### src/rtl/regbank_pkg.sv
// Shared types and constants for the register-bank write-back front end.
package regbank_pkg;

  localparam int DATA_WIDTH = 64;
  localparam int ADDR_WIDTH = 5;
  localparam int NUM_REGS   = 32;

  typedef enum logic [1:0] {
    IDLE,
    CLEAR,
    RUN
  } state_e;

  typedef struct packed {
    logic [ADDR_WIDTH-1:0] addr;
    logic [DATA_WIDTH-1:0] data;
  } wb_entry_t;

endpackage

### src/rtl/regbank_writeback_if.sv
// Write-back request handshake: the producer drives valid/address/data, the front end answers with ready.
interface regbank_writeback_if #(
  parameter int DATA_WIDTH = regbank_pkg::DATA_WIDTH,
  parameter int ADDR_WIDTH = regbank_pkg::ADDR_WIDTH
);

  logic                  wb_valid;
  logic                  wb_ready;
  logic [ADDR_WIDTH-1:0] wb_address;
  logic [DATA_WIDTH-1:0] wb_data;

  modport master (
    output wb_valid,
    output wb_address,
    output wb_data,
    input  wb_ready
  );

  modport slave (
    input  wb_valid,
    input  wb_address,
    input  wb_data,
    output wb_ready
  );

endinterface

### src/rtl/regbank_wb_fifo.sv
// In-order circular write-back queue; exposes every slot with its age so the
// top level can find the youngest pending write to a given address.
module regbank_wb_fifo #(
  parameter int DEPTH = 4
) (
  input  logic                  clk,
  input  logic                  rst_n,
  input  logic                  push_i,
  input  regbank_pkg::wb_entry_t push_entry_i,
  input  logic                  pop_i,
  output logic                  full_o,
  output logic                  empty_o,
  output regbank_pkg::wb_entry_t head_o,
  output logic                  ent_valid_o [DEPTH],
  output regbank_pkg::wb_entry_t ent_o     [DEPTH],
  output logic [$clog2(DEPTH)-1:0] ent_age_o [DEPTH]
);

  import regbank_pkg::*;

  localparam int PTR_W = $clog2(DEPTH);
  localparam logic [PTR_W:0] DEPTH_C = (PTR_W+1)'(DEPTH);

  wb_entry_t        mem_q [DEPTH];
  logic [PTR_W-1:0] head_q, head_d;
  logic [PTR_W-1:0] tail_q, tail_d;
  logic [PTR_W:0]   count_q, count_d;
  logic             do_push, do_pop;

  assign full_o  = (count_q == DEPTH_C);
  assign empty_o = (count_q == '0);
  assign do_push = push_i && !full_o;
  assign do_pop  = pop_i && !empty_o;

  always_comb begin
    head_d  = head_q + PTR_W'(do_pop);
    tail_d  = tail_q + PTR_W'(do_push);
    count_d = count_q + (PTR_W+1)'(do_push) - (PTR_W+1)'(do_pop);
  end

  // NOTE: state registers use non-blocking assignments so every flop samples
  // pre-edge values regardless of process evaluation order.
  always_ff @(posedge clk or negedge rst_n) begin
    if (!rst_n) begin
      head_q  <= '0;
      tail_q  <= '0;
      count_q <= '0;
    end else begin
      head_q  <= head_d;
      tail_q  <= tail_d;
      count_q <= count_d;
    end
  end

  // NOTE: the storage array has no reset; validity comes only from the
  // pointers and count, so resetting them is enough to flush the queue.
  always_ff @(posedge clk) begin
    if (do_push) begin
      mem_q[tail_q] <= push_entry_i;
    end
  end

  assign head_o = mem_q[head_q];

  // Age 0 is the oldest entry (the head); a slot is live when its age is below the count.
  always_comb begin
    for (int i = 0; i < DEPTH; i++) begin
      ent_age_o[i]   = PTR_W'(i) - head_q;
      ent_valid_o[i] = ({1'b0, ent_age_o[i]} < count_q);
      ent_o[i]       = mem_q[i];
    end
  end

endmodule

### src/rtl/regbank_writeback.sv
// Write-side front end for the 32 x 64-bit register bank: clears the bank after
// reset, queues write-back requests, drains them one per cycle and forwards pending data to readers.
module regbank_writeback #(
  parameter int DATA_WIDTH = regbank_pkg::DATA_WIDTH,
  parameter int ADDR_WIDTH = regbank_pkg::ADDR_WIDTH,
  parameter int DEPTH      = 4
) (
  input  logic                  clk,
  input  logic                  rst_n,
  regbank_writeback_if.slave    wb,
  output logic                  rb_write,
  output logic [ADDR_WIDTH-1:0] rb_address,
  output logic [DATA_WIDTH-1:0] rb_data,
  input  logic [ADDR_WIDTH-1:0] rd_address1,
  input  logic [ADDR_WIDTH-1:0] rd_address2,
  input  logic [DATA_WIDTH-1:0] bank_data1,
  input  logic [DATA_WIDTH-1:0] bank_data2,
  output logic [DATA_WIDTH-1:0] rd_data1,
  output logic [DATA_WIDTH-1:0] rd_data2,
  output logic                  init_done
);

  import regbank_pkg::*;

  localparam int AGE_W = $clog2(DEPTH);
  localparam logic [ADDR_WIDTH-1:0] LAST_ADDR = ADDR_WIDTH'(NUM_REGS - 1);

  state_e                state_q, state_d;
  logic [ADDR_WIDTH-1:0] clr_cnt_q, clr_cnt_d;
  logic                  init_done_q;

  logic       wb_ready;
  logic       push, pop;
  logic       fifo_full, fifo_empty;
  wb_entry_t  push_entry, head;
  logic       ent_valid [DEPTH];
  wb_entry_t  ent       [DEPTH];
  logic [AGE_W-1:0] ent_age [DEPTH];

  logic [ADDR_WIDTH-1:0] rd_addr [2];
  logic [DATA_WIDTH-1:0] bank_rd [2];
  logic [DATA_WIDTH-1:0] fwd     [2];

  always_ff @(posedge clk or negedge rst_n) begin
    if (!rst_n) begin
      state_q     <= IDLE;
      clr_cnt_q   <= '0;
      init_done_q <= 1'b0;
    end else begin
      state_q     <= state_d;
      clr_cnt_q   <= clr_cnt_d;
      init_done_q <= (state_d == RUN);
    end
  end

  // NOTE: every output of this block gets a default first, so no path can
  // leave a signal unassigned and infer a latch.
  always_comb begin
    state_d    = state_q;
    clr_cnt_d  = clr_cnt_q;
    rb_write   = 1'b0;
    rb_address = '0;
    rb_data    = '0;
    wb_ready   = 1'b0;
    pop        = 1'b0;
    case (state_q)
      IDLE: begin
        state_d = CLEAR;
      end
      CLEAR: begin
        rb_write   = 1'b1;
        rb_address = clr_cnt_q;
        clr_cnt_d  = clr_cnt_q + 1'b1;
        if (clr_cnt_q == LAST_ADDR) begin
          state_d = RUN;
        end
      end
      RUN: begin
        wb_ready   = !fifo_full;
        rb_write   = !fifo_empty;
        rb_address = head.addr;
        rb_data    = head.data;
        pop        = !fifo_empty;
      end
      default: begin
        state_d = IDLE;
      end
    endcase
  end

  assign wb.wb_ready     = wb_ready;
  assign push            = wb.wb_valid && wb_ready;
  assign push_entry.addr = wb.wb_address;
  assign push_entry.data = wb.wb_data;
  assign init_done       = init_done_q;

  regbank_wb_fifo #(
    .DEPTH (DEPTH)
  ) u_fifo (
    .clk          (clk),
    .rst_n        (rst_n),
    .push_i       (push),
    .push_entry_i (push_entry),
    .pop_i        (pop),
    .full_o       (fifo_full),
    .empty_o      (fifo_empty),
    .head_o       (head),
    .ent_valid_o  (ent_valid),
    .ent_o        (ent),
    .ent_age_o    (ent_age)
  );

  assign rd_addr[0] = rd_address1;
  assign rd_addr[1] = rd_address2;
  assign bank_rd[0] = bank_data1;
  assign bank_rd[1] = bank_data2;

  // Per read port: the youngest live matching entry wins, otherwise the raw bank value.
  always_comb begin : fwd_search
    logic             hit;
    logic [AGE_W-1:0] best_age;
    for (int p = 0; p < 2; p++) begin
      hit      = 1'b0;
      best_age = '0;
      fwd[p]   = bank_rd[p];
      for (int i = 0; i < DEPTH; i++) begin
        if (ent_valid[i] && (ent[i].addr == rd_addr[p]) &&
            (!hit || (ent_age[i] > best_age))) begin
          hit      = 1'b1;
          best_age = ent_age[i];
          fwd[p]   = ent[i].data;
        end
      end
      if (state_q != RUN) begin
        fwd[p] = '0;
      end
    end
  end

  assign rd_data1 = fwd[0];
  assign rd_data2 = fwd[1];

endmodule

### src/flat_wrapper.sv
// flat-port wrapper written by rule: the top's interface ports become plain ports
module regbank_writeback_flat import regbank_pkg::*;
#(
  parameter int DATA_WIDTH = regbank_pkg::DATA_WIDTH,
  parameter int ADDR_WIDTH = regbank_pkg::ADDR_WIDTH,
  parameter int DEPTH      = 4
)
  (clk, rst_n, rb_write, rb_address, rb_data, rd_address1, rd_address2, bank_data1, bank_data2, rd_data1, rd_data2, init_done, wb_wb_valid, wb_wb_address, wb_wb_data, wb_wb_ready);
  regbank_writeback_if #(.DATA_WIDTH(DATA_WIDTH), .ADDR_WIDTH(ADDR_WIDTH)) wb_i ();
  input  logic clk;
  input  logic rst_n;
  output logic rb_write;
  output logic [ADDR_WIDTH-1:0] rb_address;
  output logic [DATA_WIDTH-1:0] rb_data;
  input  logic [ADDR_WIDTH-1:0] rd_address1;
  input  logic [ADDR_WIDTH-1:0] rd_address2;
  input  logic [DATA_WIDTH-1:0] bank_data1;
  input  logic [DATA_WIDTH-1:0] bank_data2;
  output logic [DATA_WIDTH-1:0] rd_data1;
  output logic [DATA_WIDTH-1:0] rd_data2;
  output logic init_done;
  input wire logic [$bits(wb_i.wb_valid)-1:0] wb_wb_valid;
  input wire logic [$bits(wb_i.wb_address)-1:0] wb_wb_address;
  input wire logic [$bits(wb_i.wb_data)-1:0] wb_wb_data;
  output wire logic [$bits(wb_i.wb_ready)-1:0] wb_wb_ready;
  assign wb_i.wb_valid = wb_wb_valid;
  assign wb_i.wb_address = wb_wb_address;
  assign wb_i.wb_data = wb_wb_data;
  assign wb_wb_ready = wb_i.wb_ready;
  regbank_writeback #(.DATA_WIDTH(DATA_WIDTH), .ADDR_WIDTH(ADDR_WIDTH), .DEPTH(DEPTH)) u_core (.clk(clk), .rst_n(rst_n), .wb(wb_i), .rb_write(rb_write), .rb_address(rb_address), .rb_data(rb_data), .rd_address1(rd_address1), .rd_address2(rd_address2), .bank_data1(bank_data1), .bank_data2(bank_data2), .rd_data1(rd_data1), .rd_data2(rd_data2), .init_done(init_done));
endmodule
### config.mk
export PLATFORM = sky130hd
export DESIGN_NAME = regbank_writeback_flat
export DESIGN_NICKNAME = d
export VERILOG_FILES = /design/src/rtl/regbank_pkg.sv /design/src/rtl/regbank_writeback_if.sv /design/src/rtl/regbank_wb_fifo.sv /design/src/rtl/regbank_writeback.sv /design/src/flat_wrapper.sv
export SDC_FILE = /design/constraint.sdc
export NUM_CORES = 1
export LEC_CHECK = 0
export ABC_AREA = 1
export CORE_ASPECT_RATIO = 2
export CORE_MARGIN = 2
export CORE_UTILIZATION = 38
export CTS_BUF_LIST = sky130_fd_sc_hd__clkbuf_4 sky130_fd_sc_hd__clkbuf_8
export CTS_CLUSTER_DIAMETER = 150
export CTS_CLUSTER_SIZE = 25
export DETAILED_ROUTE_END_ITERATION = 10
export PLACE_DENSITY = 0.61
export SYNTH_ARGS = -nofsm -noshare
export SYNTH_HDL_FRONTEND = slang
export SYNTH_SLANG_ARGS = --single-unit
export TNS_END_PERCENT = 50
### constraint.sdc
create_clock -name clk -period 8.5 [get_ports clk]
set_input_delay 1.7 -clock clk [delete_from_list [all_inputs] [get_ports clk]]
set_output_delay 1.7 -clock clk [all_outputs]
set_load 0.01 [all_outputs]
# Word level (Yosys, flattened, before mapping)
# Memories as Yosys holds them, arrays and structs flattened.
# Cells that the tools add are included.
# Widths: inputs -> output; s select.
classes:
  order_cmp: 10
  n_reduce_logical: 33
  n_addsub: 9
  mux: 31
  n_eq_ne: 14
ops:
  columns: ["cell", "count"]
  rows:
  - ["$mux 64", 11]
  - ["$eq 5x5->1", 8]
  - ["$logic_and 1x1->1", 17]
  - ["$mux 2", 7]
  - ["$gt 2x2->1", 6]
  - ["$lt 2x3->1", 4]
  - ["$mux 1", 10]
  - ["$pmux 5 s2", 1]
  - ["$logic_not 1->1", 8]
  - ["$logic_or 1x1->1", 6]
  - ["$pmux 2 s3", 1]
  - ["$add 5x1->5 const B", 1]
  - ["$eq 5x5->1 const B", 1]
  - ["$add 2x1->2", 2]
  - ["$eq 2x2->1 const B", 2]
  - ["$sub 1x2->2 const A", 2]
  - ["$sub 2x2->2 const A", 2]
  - ["$add 3x1->3", 1]
  - ["$eq 3x3->1 const B", 1]
  - ["$logic_not 3->1", 1]
  - ["$sub 3x1->3", 1]
  - ["$eq 2x1->1 const B", 1]
  - ["$logic_not 2->1", 1]
  - ["$ne 2x2->1 const B", 1]
  - ["$pmux 1 s2", 1]
totals:
  register_bits: 15
  input_bits: 210
  out_inout_bits: 200
  mem_bits_rw: 276
  memories: 1
memory_table:
  columns: ["memory", "depth", "word_bits", "rd", "rd_ports_with_merged_regs", "wr", "line_no", "text"]
  rows:
  - ["u_core.u_fifo.mem_q", 4, 69, 5, 0, 1, "regbank_wb_fifo.sv:24", "wb_entry_t mem_q [DEPTH];"]

# Logic depth before layout (Yosys ltp)
logic_depth:
  depth_word: 17
  depth_mapped: 35

# Cells and area by module
# A second synthesis with hierarchy kept.
unflattened:
  hier_cells: 3145
  hier_area_um2: 21450.6
by_module_without_submodules:
  columns: ["mod", "area_per_inst_um2", "cells_each", "seq_area_each_um2", "n_inst"]
  rows:
  - ["regbank_writeback", 10993.0, 2423, 200.2, 1]
  - ["regbank_wb_fifo", 10457.5, 722, 8463.1, 1]

# Least setup slack after synthesis
# Ideal clock, no wire load.
synth_path:
  kind: "in2reg"
  start: "input port wb_wb_valid"
  end: "memory u_core.u_fifo.mem_q[0][0] (netlist name) (enable)"
  arrival_ns: 6.528
  path_stages: 2
  path_slack_ns: 1.391
  path_cell_list: "nand2_1 -> nor3_1"
synth_via:
  elab_chain_cells: 4
synth_lines:
  columns: ["element", "line_no", "text"]
  rows:
  - ["from (decl)", "flat_wrapper.sv:22", "input wire logic [$bits(wb_i.wb_valid)-1:0] wb_wb_valid;"]
  - ["$logic_and 1x1->1", "regbank_writeback.sv:92", "assign push = wb.wb_valid && wb_ready;"]
  - ["$logic_and 1x1->1", "regbank_wb_fifo.sv:32", "assign do_push = push_i && !full_o;"]
  - ["$mux 1", "regbank_wb_fifo.sv:58", "if (do_push) begin"]
  - ["$mux 1 (not written as such)", "regbank_wb_fifo.sv:59", "mem_q[tail_q] <= push_entry_i;"]
  - ["to (decl)", "regbank_wb_fifo.sv:24", null]
# Every way passes these cells.

# Final worst setup path
layout_path:
  start: "input port rd_address1[2]"
  end: "output port rd_data1[22]"
layout_via:
  elab_chain_cells: 16
  word_cells_on_any_way: 31
layout_lines:
  columns: ["element", "line_no", "text"]
  rows:
  - ["from (decl)", "flat_wrapper.sv:15", "input logic [ADDR_WIDTH-1:0] rd_address1;"]
  - ["$eq 5x5->1", "regbank_writeback.sv:127", "if (ent_valid[i] && (ent[i].addr == rd_addr[p]) &&"]
  - ["$logic_and 1x1->1", "regbank_writeback.sv:127", null]
  - ["$mux 2 / $mux 1 (equally long branches)", "regbank_writeback.sv:127", null]
  - ["$gt 2x2->1 / $logic_not 1->1 (equally long branches)", "regbank_writeback.sv:128", "(!hit || (ent_age[i] > best_age))) begin"]
  - ["$logic_or 1x1->1", "regbank_writeback.sv:128", null]
  - ["$logic_and 1x1->1", "regbank_writeback.sv:127", null]
  - ["$mux 2 / $mux 1 (equally long branches)", "regbank_writeback.sv:127", null]
  - ["$gt 2x2->1 / $logic_not 1->1 (equally long branches)", "regbank_writeback.sv:128", null]
  - ["$logic_or 1x1->1", "regbank_writeback.sv:128", null]
  - ["$logic_and 1x1->1", "regbank_writeback.sv:127", null]
  - ["$mux 2 / $mux 1 (equally long branches)", "regbank_writeback.sv:127", null]
  - ["$gt 2x2->1 / $logic_not 1->1 (equally long branches)", "regbank_writeback.sv:128", null]
  - ["$logic_or 1x1->1", "regbank_writeback.sv:128", null]
  - ["$logic_and 1x1->1", "regbank_writeback.sv:127", null]
  - ["$mux 64 *", "regbank_writeback.sv:127", null]
  - ["$mux 64 *", "regbank_writeback.sv:134", "if (state_q != RUN) begin"]
  - ["to (decl)", "flat_wrapper.sv:19", "output logic [DATA_WIDTH-1:0] rd_data1;"]
# Every way passes the cells marked *; elsewhere a longest branch is shown, timed or not.

==> impl_metrics.ini <==
[cells_and_area]
final_common_cell = nand2_1
drive_gt1_frac = 0.0349
fill_cells = 5626
area_delta_synth_final_pct = 22.4
fin_nets = 3528
final_cell_mix = 831 x nand2_1, 457 x nand3_1, 411 x nor2_1

[worst_setup_path]
reg2reg_to = u_core.u_fifo.count_q[2]$_DFF_PN0_
r2r_start = u_core.state_q[0]$_DFF_PN0_
crit_fanout = 29
cp.arrival_ns = 6.63
end_kind = primary output
cp_slowest_stage_delay_ns = 0.64
startpoint = rd_address1[2]
reg2reg_slack_ns = 4.59
cp.required_ns = 6.80
worstRegToRegCells = 13
cp_common_cell = nor2_1
start_kind = input port
worst_path_max_delay_cell = clkdlybuf4s50_1
crit_type = in -> out

[clock_tree]
clkLatencyLatePin_ns = 0.61
post_cts_buffers = 0
cts.htree.levels = 1
clockBufferDepth = 3
cts_resized = 1
tritoncts = built
clk_pin_slew_ns = 0.14
clock-root-buffer = clkbuf_8
postCtsHoldBufs = 0
cts.sinks = 291
cts_buffers = 15

[routing]
dr.pass1.iters = 6
initialDrtViolationCount = 2546
wl_per_cell_microns = 23.8
ant_nets = 0
drcViolationCount = 0
vias_per_cell = 5.64
dr_total_vias = 22900
wl_mm = 96.6

[logic_synthesis]
yosysTopAreaCellShare = 0.390
syn_area_sq_mm = 0.0212
synth_area_leaders = edfxtp_1 39%, nand2_1 15%, nand3_1 11%
yosysSeqAreaShare = 0.408
syn-num-nets = 3283
postSynthCellCount = 3049
ys_types = 31
yosys_warnings = 0
avgSynthCellArea_sq_um = 6.97
ys_seq_elements = 291
synth_top_area_cell = edfxtp_1

[min_path]
hold_start = u_core.clr_cnt_q[3]$_DFFE_PN0N_
hold_path.class = reg -> reg
min_to = u_core.clr_cnt_q[3]$_DFFE_PN0N_
hold_depth = 1

[pwr]
leakage_uw = 0.0126
power.density_mw_per_mm2 = 252
irDropWorstVdd_mv = 0.190

[timing]
fin_ws_ns = 0.168
timing.slew.headroom = 0.214
finalClockSkew_ns = 0.0240
hold_ws_ns = 0.521
drv_slew = 0
fmaxAchievable_ghz = 0.120
setup_violations = 0
rsz0062_at_grt = yes
finalCriticalPeriod_ns = 8.33
hold_viol = 0
fin_crit_sh = 0.980
tightest_slew_ns = 1.18

[global_routing]
top_usage_layer = met2
gr-total-overflow = 0
grt_start_max_net_pins = 113
grt_first_pass_wirelength_mm = 140
grtUsageTotal = 0.324
use_met1 = 0.373
grt_pass1_vias = 22500
grt_antenna_before_repair = 17
met2_usage = 0.549
grt.met3_usage = 0.0528

[floorplanning]
ios = 410
die_w_microns = 171
placementRows = 122
start_util = 0.384
dieArea_sq_mm = 0.0579
core_area_sq_mm = 0.0553
fp.dieH_microns = 338

[placed_design]
port_buffers = 409
place_congestion = 0.945
hpwl_mm = 58.6
pre_cts_ws_ns = -0.110

[status]
outcome = finished clean

[run]
maxCapViolCount = 0
==> sequential cells by signal, summed over array words and instances (netlist names) <==
| name | cells |
|---|---|
| u_core.u_fifo.count_q | 3 |
| u_core.init_done | 1 |
| u_core.u_fifo.tail_q | 2 |
| u_core.clr_cnt_q | 5 |
| u_core.u_fifo.head_q | 2 |
| u_core.u_fifo.mem_q | 276 |
| u_core.state_q | 2 |
==> layout make-up <==
cell class | count | area, sq um | share of cell area
antenna | 11 | 27.5 | 0.00106
tap | 744 | 931 | 0.0358
clock inverter | 2 | 18.8 | 0.000722
multi-input combinational | 2163 | 10100 | 0.390
inverter | 362 | 1360 | 0.0525
sequential | 291 | 8670 | 0.334
timing repair buffer | 461 | 4580 | 0.176
clock buffer | 20 | 244 | 0.00939
==> how the worst max path moves through the flow <==
stage	endpoint	slack [ns]
finish	rd_data1[22]	0.17
global route	rd_data1[16]	-0.06
CTS	rd_data1[8]	0.06
detailed placement	rd_data1[8]	-0.11
global placement	rd_data1[8]	-0.08
floorplan	u_core.u_fifo.mem_q[0][0]$_DFFE_PP_	1.39
==> routing by layer <==
layer	share of wire	wire (microns)
met4	0.068	6560
met5	0.0011	106
met1	0.36	34400
met3	0.088	8490
met2	0.49	47100
==> power by group <==
part           total [uW]  internal [uW]  leakage, uW  switching [uW]
Combinational        3860           1430      0.00973            2440
Sequential           2040           1890      0.00271             141
Clock                 657            192     0.000137             465
==> logic make-up (layout without fill, tap and decap cells) <==
logic type | Yosys count | after routing | synth area share
compound gates | 365 | 365 | 0.101
other cells | 0 | 11 | 0
flops | 291 | 291 | 0.408
buf+inv | 595 | 845 | 0.123
fa+ha+maj | 24 | 24 | 0.0145
xor+xnor | 42 | 42 | 0.0173
simple gates | 1732 | 1732 | 0.336
==> worst max-delay path, delay by kind of cell <==
family | cells | cell delay, ns
fa+ha+maj | 2 | 0.67
compound gates | 7 | 0.88
buf+inv | 6 | 1.66
simple gates | 11 | 1.71
==> stage by stage <==
step | TNS [ns] | total power (uW) | cell area [sq um] | std cells | util
2_1_floorplan | 0 | 4030 | 21200 | 3049 | -
3_3_place_gp | -0.213 | 5820 | 25700 | 4021 | 0.464
3_5_place_dp | -0.516 | 5850 | 25700 | 4021 | 0.464
4_1_cts | 0 | 6510 | 25900 | 4043 | 0.469
5_1_grt | -0.573 | 6890 | 26000 | 4052 | 0.470
6_report | 0 | 6560 | 26000 | 4054 | 0.470
==> cell usage after synthesis <==
cell type	number
a21oi_1	139
a31oi_1	2
and3_1	1
buf_1	15
buf_2	94
buf_4	22
buf_6	24
clkbuf_1	75
clkbuf_2	3
dfrtp_1	15
edfxtp_1	276
fa_1	1
ha_1	23
inv_1	357
inv_2	4
inv_4	1
nand2_1	835
nand2_2	8
nand3_1	459
nand4_1	2
nor2_1	419
nor2_4	2
nor3_1	5
nor4_1	1
o211ai_1	64
o21ai_0	87
o21ai_1	7
o21bai_1	64
o22ai_1	2
xnor2_1	30
xor2_1	12
No activity file was read; power rests on OpenSTA's default activity.
